===== src/rtl/draw_rect.sv =====
// Rectangle rasteriser: walks a latched rectangle in raster order, one pixel per cycle,
// emitting either every pixel (filled) or only the border pixels (outline).
module draw_rect #(
    parameter int XW = 8,
    parameter int YW = 8,
    parameter int CW = 3
) (
    input  logic          clk,
    input  logic          reset,
    input  logic          start,
    input  logic          mode,
    input  logic [XW-1:0] x0,
    input  logic [XW-1:0] x1,
    input  logic [YW-1:0] y0,
    input  logic [YW-1:0] y1,
    input  logic [CW-1:0] colour_in,
    output logic [XW-1:0] out_x,
    output logic [YW-1:0] out_y,
    output logic [CW-1:0] out_colour,
    output logic          plot,
    output logic          busy,
    output logic          done
);

    typedef enum logic [1:0] {IDLE, DRAW, DONE} state_t;

    state_t        state;
    logic [XW-1:0] left;
    logic [XW-1:0] right;
    logic [YW-1:0] top;
    logic [YW-1:0] bottom;
    logic          outline;
    logic          interior_row;

    assign interior_row = (out_y != top) && (out_y != bottom);

    // out_x/out_y are the pixel being presented; each DRAW cycle computes the next one.
    // Increments only happen below right/bottom, so full-range corners never wrap.
    always_ff @(posedge clk) begin
        if (reset) begin
            state      <= IDLE;
            left       <= '0;
            right      <= '0;
            top        <= '0;
            bottom     <= '0;
            outline    <= 1'b0;
            out_x      <= '0;
            out_y      <= '0;
            out_colour <= '0;
            plot       <= 1'b0;
            busy       <= 1'b0;
            done       <= 1'b0;
        end else begin
            case (state)
                IDLE: begin
                    plot <= 1'b0;
                    busy <= 1'b0;
                    done <= 1'b0;
                    if (start) begin
                        left       <= (x0 < x1) ? x0 : x1;
                        right      <= (x0 < x1) ? x1 : x0;
                        top        <= (y0 < y1) ? y0 : y1;
                        bottom     <= (y0 < y1) ? y1 : y0;
                        out_x      <= (x0 < x1) ? x0 : x1;
                        out_y      <= (y0 < y1) ? y0 : y1;
                        outline    <= mode;
                        out_colour <= colour_in;
                        plot       <= 1'b1;
                        busy       <= 1'b1;
                        state      <= DRAW;
                    end
                end
                DRAW: begin
                    if (out_x == right && out_y == bottom) begin
                        plot  <= 1'b0;
                        busy  <= 1'b0;
                        done  <= 1'b1;
                        state <= DONE;
                    end else if (out_x == right) begin
                        out_x <= left;
                        out_y <= out_y + YW'(1);
                    end else if (outline && interior_row && out_x == left) begin
                        // Interior outline rows jump straight from the left edge to the right edge.
                        out_x <= right;
                    end else begin
                        out_x <= out_x + XW'(1);
                    end
                end
                DONE: begin
                    done  <= 1'b0;
                    state <= IDLE;
                end
                default: begin
                    plot  <= 1'b0;
                    busy  <= 1'b0;
                    done  <= 1'b0;
                    state <= IDLE;
                end
            endcase
        end
    end

endmodule

===== config.mk =====
export PLATFORM = sky130hd
export DESIGN_NAME = draw_rect
export DESIGN_NICKNAME = d
export VERILOG_FILES = /design/src/rtl/draw_rect.sv
export SDC_FILE = /design/constraint.sdc
export NUM_CORES = 1
export LEC_CHECK = 0
export BUFFER_PORTS_ARGS = -buffer_cell sky130_fd_sc_hd__buf_4
export CORE_UTILIZATION = 55
export CTS_BUF_LIST = sky130_fd_sc_hd__clkbuf_2
export DETAILED_ROUTE_END_ITERATION = 12
export GPL_TIMING_DRIVEN = 1
export PLACE_DENSITY = 0.78
export SYNTH_ARGS = -nofsm -noshare
export SYNTH_HDL_FRONTEND = slang
export SYNTH_SLANG_ARGS = --single-unit

===== constraint.sdc =====
create_clock -name clk -period 2.4 [get_ports clk]
set_input_delay 0.36 -clock clk [delete_from_list [all_inputs] [get_ports clk]]
set_output_delay 0.36 -clock clk [all_outputs]
set_load 0.05 [all_outputs]

== After elaboration in Yosys (flattened, before gate mapping) ==
Cells that the tools add are included.
Operators by class
  add/subtract/negate cells: 2
  $mul: 0
  div/mod/pow operators: 0
  $lt $le $gt $ge: 2
  equality and inequality tests: 11
  shift-type cells: 0
  muxes and demuxes: 19
  bitwise operators: 2
  reductions and logical operators: 12
Operator list (number)
  8-bit 2-to-1 mux: 11
  8-bit one-hot mux with 2 select lines: 2
  8-bit equality test: 3
  8-bit by 1-bit adder with 8-bit output, second input constant: 2
  8-bit < comparator: 2
  8-bit inequality test: 2
  2-bit inequality test, second input constant: 4
  2-bit AND reduction: 3
  1-bit logical AND: 4
  2-bit 2-to-1 mux: 2
  2-bit one-hot mux with 2 select lines: 1
  4-bit AND reduction: 1
  1-bit one-hot mux with 3 select lines: 1
  3-bit AND reduction: 1
  2-bit by 1-bit equality test with 1-bit output, second input constant: 1
  2-bit equality test, second input constant: 1
  2-bit logical NOT: 1
  1-bit 2-to-1 mux: 2
  1-bit inverter: 2
  2-bit nonzero test: 1
  2-bit OR reduction: 1
Word-level totals
  flip-flop bits (word level): 56
  latch bits: 0
  memory bits (writable): 0
  memory bits (read-only): 0
  bits of input ports: 39
  output and inout bits: 22
  logic and storage cells: 59
  memories: 0

== Depth between registers and ports, before layout ==
Gate-level depths: netlist of run 1.
  depth in word-level cells: 8
  mapped depth: 9
  gate-level depth less buffers: 8

== Worst setup path before layout of run 1 ==
OpenSTA, ideal clock, no wires.
  kind: register to register
  start point: register out_x[2]
  end point: register out_y[7]
  setup time: 0.077 ns
  arrival: 2.060 ns
  data required time: 2.323 ns
  slack: 0.263 ns
  cell stages (with the launch flop): 9
  buffers on the path: 2
  clock period less this slack: 2.137 ns
  path through: dfxtp_1 buf_2 xnor2_1 nand4_1 nor2_4 nand3_4 buf_6 or3_1 a41oi_2
Between the ends
  word-level cells in the longest chain between the ends: 4
  elaborated cells on any way between the ends: 5
  those cells by class: eq/ne (3); reduce/logical (2)
RTL lines
  start: declaration: RTL line 17  | output logic [XW-1:0] out_x,
  start signal: assignment: RTL line 64  | out_x <= (x0 < x1) ? x0 : x1;
  start signal: assignment: RTL line 80  | out_x <= left;
  start signal: assignment: RTL line 84  | out_x <= right;
  8-bit equality test (*): RTL line 74, 79
  1-bit logical AND: RTL line 74  | if (out_x == right && out_y == bottom) begin
  2-bit inequality test (no source line)
  4-bit AND reduction (no source line) (*)
  end signal: assignment: RTL line 65  | out_y <= (y0 < y1) ? y0 : y1;
  end signal: assignment: RTL line 81  | out_y <= out_y + YW'(1);
  end: declaration: RTL line 18  | output logic [YW-1:0] out_y,
Every way passes the cells marked *; elsewhere a longest branch is shown, timed or not.
A chain may end at the register's enable or synchronous reset.

== Worst setup path in the final report of run 1 ==
  start point: register out_y[4]
  end point: register out_y[7]
Between the ends
  word-level cells in the longest chain between the ends: 4
  elaborated cells on any way between the ends: 8
  those cells by class: add/sub (1); eq/ne (2); mux (3); reduce/logical (2)
RTL lines (RTL line)
  8-bit by 1-bit adder with 8-bit output or 8-bit equality test (tied branches): 81, 74
  8-bit 2-to-1 mux or 1-bit logical AND (tied branches): 79, 74
  8-bit 2-to-1 mux or 2-bit inequality test (tied branches)
  8-bit one-hot mux with 2 select lines or 4-bit AND reduction (tied branches)
Parallel ways exist; a longest one is shown, timed or not. The select of a mux whose other input is x is not followed.

==> flow_metrics.py, run 1 <==
metrics = {
    "placed_design": {
        "globalplace.congestion": 0.826,
        "dp.cells": 539,
        "placed_area_mm2": 0.00409,
        "portBuffers": 60,
        "pre_cts_ws_ps": 26.9,
        "dpl.hpwl_mm": 6.40,
    },
    "floorplanning": {
        "core_area_mm2": 0.00631,
        "die_w_um": 82.7,
        "dieArea_mm2": 0.00684,
        "ios": 61,
        "rows": 29,
        "die_h_um": 82.7,
        "start_util_pct": 56.8,
    },
    "routing": {
        "drt_iter0_drc": 260,
        "wl_per_cell_um": 15.3,
        "drcViolationCount": 0,
        "drt-vias-per-instance": 5.81,
        "firstDrtPassIters": 5,
        "postRouteAntennaNets": 0,
        "vias": 3177,
        "drt_wl_total_mm": 8.38,
    },
    "final_layout": {
        "drive_gt1_share_pct": 22.6,
        "stdcell_count": 547,
        "final_nets": 524,
        "final_cell_area_mm2": 0.00414,
        "area_delta_synth_final_pct": 15.4,
        "diodes": 0,
    },
    "job": {
        "cap_violations": 0,
    },
    "grt": {
        "grt_pass1_wl_mm": 13.5,
        "use_met2_pct": 40.7,
        "grt_max_degree": 51,
        "met1_usage_pct": 37.8,
        "grt_overflow_total": 0,
        "grt_use_met3_pct": 3.52,
        "top_usage_layer": "met2",
        "grt_usage_pct": 26.0,
        "grt_pass1_vias": 2776,
        "antenna_found_initial": 0,
    },
    "power": {
        "ir_worst_vdd_mv": 0.337,
        "cellPowerDensity_mw_per_mm2": 590,
        "cellLeakagePower_nw": 1.82,
    },
    "worst_setup_path": {
        "critical_path_required_ps": 2800,
        "crit_fanout": 11,
        "start_kind": "flip-flop",
        "end_kind": "flip-flop",
        "cp_data_arrival_time_ps": 2570,
        "crit_type": "reg -> reg",
    },
    "yosys": {
        "yosysUniqueCellTypes": 52,
        "synth_cells": 421,
        "yosys-top-cells-area": "dfxtp_1, mux2i_1, a211oi_1",
        "synth_fp_nets": 476,
        "ys_seq_area_share_pct": 31.3,
        "syn_avg_cell_area_um2": 8.51,
        "synth-seq-cells": 56,
        "synth_edf_count": 0,
        "yosys_warnings": 0,
        "netlist_area_mm2": 0.00358,
        "ys.flop_type": "dfxtp_1",
        "async_flop_share_pct": 0,
        "synth_common_cells": "dfxtp_1, nor2_1, nand2_1",
        "synth_most_common_cell": "dfxtp_1",
        "yosysTopAreaCellShare_pct": 31.3,
        "synth_top_cell_by_area": "dfxtp_1",
    },
    "sta": {
        "tns_ps": 0,
        "hold_viol_final": 0,
        "final.setup_skew_ps": 28.1,
        "setup_viol": 0,
        "finalCriticalPeriod_ps": 2170,
        "rsz0062_at_grt": "false",
        "max-slew-margin-rel_pct": 63.1,
        "finalMaxSlewViolations": 0,
        "worstMarginPinSlew_ps": 554,
        "fmax_mhz": 461,
        "setup_slack_ps": 231,
        "period_share_pct": 90.4,
    },
    "cts": {
        "clockBufferDepth": 2,
        "ctsRootBufferMaster": "clkbuf_2",
        "clkSlewWorstSetupHoldPaths_ps": 300,
        "cts_setup_buffers": 0,
        "cts_resized": 0,
        "hold_buffers": 0,
        "worstSkewPairLatency_ps": 470,
        "h-tree-depth": 2,
        "cts_tree": "built",
        "numClockSinks": 56,
        "cts_buffers": 5,
    },
    "worst_hold_path": {
        "worstHoldPathType": "in -> reg",
    },
    "outcome": {
        "status": "finished, final reports clean",
    },
}
cells in the final DEF (no fill, tap or decap), drive strengths merged, types with 3 or more instances in the layout:
cell,count
buf,74
dfxtp,56
nor2,52
nand2,42
a211oi,29
mux2i,29
xnor2,25
a21oi,23
inv,17
ha,16
xor2,13
o21ai,11
nand3,10
nand4,7
nor3,6
o32ai,6
mux2,6
a211o,5
clkbuf,5
nor2b,4
a31oi,4
a41oi,4
a21o,3
or3,3
or2,3
state kept, by name, summed over array words and instances (netlist names):
name	count
bottom	8
busy	1
done	1
left	8
out_colour	3
out_x	8
out_y	8
outline	1
right	8
state	2
top	8
final timing paths:
kind	cells past startpoint	from	end	slack, ps
max	6	out_y[4]	out_y[7]	230
min	3	colour_in[1]	out_colour[1]	80
max reg2reg	6	out_y[4]	out_y[7]	230
min reg2reg	2	out_colour[1]	out_colour[1]	480
cells by family (layout without fill, tap and decap cells):
family	after synthesis	in the layout	share of synthesized area, %
adder cells (fa/ha/maj)	16	16	5.59
multiplexers	35	35	9.99
flip-flops	56	56	31.3
buffers and inverters	49	98	6.39
XOR/XNOR	38	38	9.50
AND/OR/NAND/NOR	134	134	18.0
AO/OA/AOI/OAI	93	93	19.3
worst max-delay path: stages (launching register included):
cell and delay, ps:
dfxtp_1 620, xnor2_2 120, nand4_2 130, or2_1 390, nand3_4 230, or3_1 430, a41oi_2 170
per-layer routing:
metal	part of all wire [%]	vias up
met5	0	-
met4	1.3	0
met3	5.7	14
met2	46	106
met1	47	1470
li1	-	1587
area by class of cell:
cell class,instances,area (µm²)
Multi-Input combinational cell,316,2240
Clock buffer,5,25.0
Sequential cell,56,1120
Tap cell,77,96.3
Inverter,16,60.1
Fill cell,552,2180
Timing Repair Buffer,74,568
Clock inverter,3,22.5
stage by stage:
| step | power (mW) | utilization (%) | hold slack [ps] |
|---|---|---|---|
| 3_3_place_gp | 2.04 | 64.8 | 442 |
| 5_1_grt | 2.58 | 65.5 | 51.8 |
| 3_5_place_dp | 2.07 | 64.8 | 450 |
| 2_1_floorplan | 1.80 | - | 437 |
| 4_1_cts | 2.45 | 65.5 | 74.7 |
| 6_report | 2.44 | 65.5 | 79.1 |
power breakdown:
group / switching [mW] / leakage, nW / internal [mW]
clock network: 0.311 / 0.0333 / 0.0772
registers: 0.102 / 0.463 / 1.02
logic: 0.538 / 1.32 / 0.393
(Power assumes the default switching activity.)
==> run 2: changes to the inputs <==
- ABC_AREA: unset -> 1
- PLACE_DENSITY: 0.78 -> 0.77
==> run 2 against run 1 <==
Flip-flop and latch count stayed put. Area after synthesis up 15%. Sequential share of layout area shrank 3.3 points. Die area increased by 15%. Setup slack better by 130 ps. Power up 13%. Sequential power hardly changed. Global-route usage rose by 2.8 points. Clock power grew 27%. First-iteration DRC count down 1.5%. Largest cell class unchanged.
==> flow_metrics.py, run 2 <==
metrics = {
    "placed_design": {
        "globalplace.congestion": 0.981,
        "dpl.hpwl_mm": 8.12,
        "pre_cts_ws_ps": 176,
        "placed_area_mm2": 0.00465,
        "portBuffers": 60,
    },
    "final_layout": {
        "area_delta_synth_final_pct": 14.1,
        "final_nets": 778,
        "diodes": 0,
        "final_cell_area_mm2": 0.00472,
        "final_common_cell": "nand2_1",
        "drive_gt1_share_pct": 15.5,
        "final_cell_mix": "nand2_1, inv_1, buf_4",
        "fill_cells": 725,
    },
    "power": {
        "ir_worst_vdd_mv": 0.373,
        "cellLeakagePower_nw": 2.49,
        "cellPowerDensity_mw_per_mm2": 585,
    },
    "floorplanning": {
        "die_w_um": 88.7,
        "start_util_pct": 57.0,
        "die_h_um": 88.7,
        "core_area_mm2": 0.00725,
        "rows": 31,
        "ios": 61,
        "dieArea_mm2": 0.00787,
    },
    "outcome": {
        "status": "finished, final reports clean",
    },
    "cts": {
        "numClockSinks": 56,
        "cts_setup_buffers": 0,
        "worstSkewPairLatency_ps": 470,
        "clockBufferDepth": 2,
        "cts_resized": 0,
        "clkSlewWorstSetupHoldPaths_ps": 310,
        "ctsRootBufferMaster": "clkbuf_2",
        "cts_tree": "built",
        "cts_buffers": 5,
        "h-tree-depth": 2,
        "hold_buffers": 0,
    },
    "yosys": {
        "synth_edf_count": 0,
        "yosys_warnings": 0,
        "yosys-top-cells-area": "dfxtp_1, nand2_1, inv_1",
        "synth_cells": 671,
        "ys.flop_type": "dfxtp_1",
        "synth_top_cell_by_area": "dfxtp_1",
        "synthSimpleGateAreaFrac_pct": 36.3,
        "synth_top_family_by_area": "simple AND/OR/NAND/NOR gates",
        "synth_fa_ha_area_share_pct": 4.84,
        "yosysTopAreaCellShare_pct": 27.1,
        "synth-compound-area-share_pct": 15.5,
        "ys_seq_area_share_pct": 27.1,
        "netlist_area_mm2": 0.00413,
        "synth-seq-cells": 56,
        "yosysUniqueCellTypes": 36,
        "async_flop_share_pct": 0,
        "syn_avg_cell_area_um2": 6.16,
        "synth_fp_nets": 726,
        "synth_most_common_cell": "nand2_1",
        "synth_xor_area_share_pct": 2.54,
        "synth.area.mux_share_pct": 0,
        "synth_common_cells": "nand2_1, inv_1, dfxtp_1",
    },
    "sta": {
        "setup_slack_ps": 358,
        "finalMaxSlewViolations": 0,
        "rsz0062_at_grt": "false",
        "fmax_mhz": 490,
        "tns_ps": 0,
        "setup_viol": 0,
        "final.setup_skew_ps": 24.9,
        "hold_viol_final": 0,
        "period_share_pct": 85.1,
        "max-slew-margin-rel_pct": 60.3,
        "worstMarginPinSlew_ps": 593,
        "finalCriticalPeriod_ps": 2040,
    },
    "worst_setup_path": {
        "critical_path_required_ps": 2790,
        "crit_type": "reg -> reg",
        "path_delay_family": "simple AND/OR/NAND/NOR gates",
        "start_kind": "flip-flop",
        "cp_slowest_cell": "dfxtp_1",
        "cpMostUsedCell": "nor2_1",
        "crit_chain": "xnor2_1 -> nand3_1 -> nor2_2 -> nand2_4 -> inv_2 -> nand3_2 -> nand2_2 -> o21ai_0 -> nor2_1 -> nor2_1",
        "end_kind": "flip-flop",
        "crit_fanout": 17,
        "critPathMaxStageDelay_ps": 590,
        "cp.buffers_inverters": 1,
        "cp_data_arrival_time_ps": 2430,
    },
    "routing": {
        "vias": 4252,
        "drt-vias-per-instance": 5.17,
        "drt_iter0_drc": 256,
        "postRouteAntennaNets": 0,
        "drt_wl_total_mm": 10.7,
        "drcViolationCount": 0,
        "wl_per_cell_um": 13.0,
        "firstDrtPassIters": 4,
    },
    "grt": {
        "grt_max_degree": 29,
        "top_usage_layer": "met2",
        "grt_usage_pct": 28.8,
        "grt_use_met3_pct": 3.45,
        "use_met2_pct": 54.3,
        "grt_pass1_vias": 3948,
        "antenna_found_initial": 0,
        "met1_usage_pct": 32.7,
        "grt_pass1_wl_mm": 17.6,
        "grt_overflow_total": 0,
    },
    "worst_hold_path": {
        "worstHoldPathType": "in -> reg",
    },
    "job": {
        "cap_violations": 0,
    },
}
## run 2: cell type report
class,count,area (µm²),share of cell area (%)
clock inverters,2,35.0,0.743
well taps,99,124,2.63
clock buffers,6,30.0,0.637
inverters,118,443,9.39
multi-input cells,473,2440,51.8
flip-flops and latches,56,1120,23.8
repair buffers,69,518,11.0
## run 2: worst paths after layout
check / slack, ps / from / cells after the start / end
worst max register to register: 360 / out_x[6] / 10 / out_y[6]
worst max-delay path: 360 / out_x[6] / 10 / out_y[6]
worst min-delay path: 120 / mode / 3 / outline
worst min register to register: 510 / bottom[0] / 2 / bottom[0]
## run 2: through the flow
step / power [mW] / instances / util (%) / hold WS, ps
6_report: 2.76 / 823 / 65.0 / 121
5_1_grt: 2.95 / 823 / 65.0 / 104
4_1_cts: 2.77 / 823 / 65.0 / 109
3_5_place_dp: 2.28 / 815 / 64.1 / 474
3_3_place_gp: 2.26 / 815 / 64.1 / 460
2_1_floorplan: 1.98 / 671 / - / 458
## run 2: worst register-to-register path, cell delays in order (launching register included)
cell and delay, ps:
dfxtp_1 590, xnor2_1 160, nand3_1 120, nor2_2 160
nand2_4 140, inv_2 120, nand3_2 80, nand2_2 260
o21ai_0 140, nor2_1 130, nor2_1 50
## run 2: logic make-up (layout without fill, tap and decap cells)
kind of cell | after synthesis | in the layout
AO/OA/AOI/OAI | 106 | 106
XOR/XNOR | 12 | 12
adder cells (fa/ha/maj) | 16 | 16
flip-flops | 56 | 56
AND/OR/NAND/NOR | 339 | 339
buffers and inverters | 142 | 195
## run 2: power by group
part | total, mW | internal (mW) | leakage [nW] | switching (mW)
logic | 1.11 | 0.396 | 1.98 | 0.716
registers | 1.15 | 1.03 | 0.463 | 0.128
clock network | 0.491 | 0.179 | 0.0430 | 0.312
## run 2: layer usage
layer	up-vias	part of all wire [%]
met2	101	51
met3	27	4.4
met4	0	3.2
li1	2224	-
met5	-	0
met1	1900	42
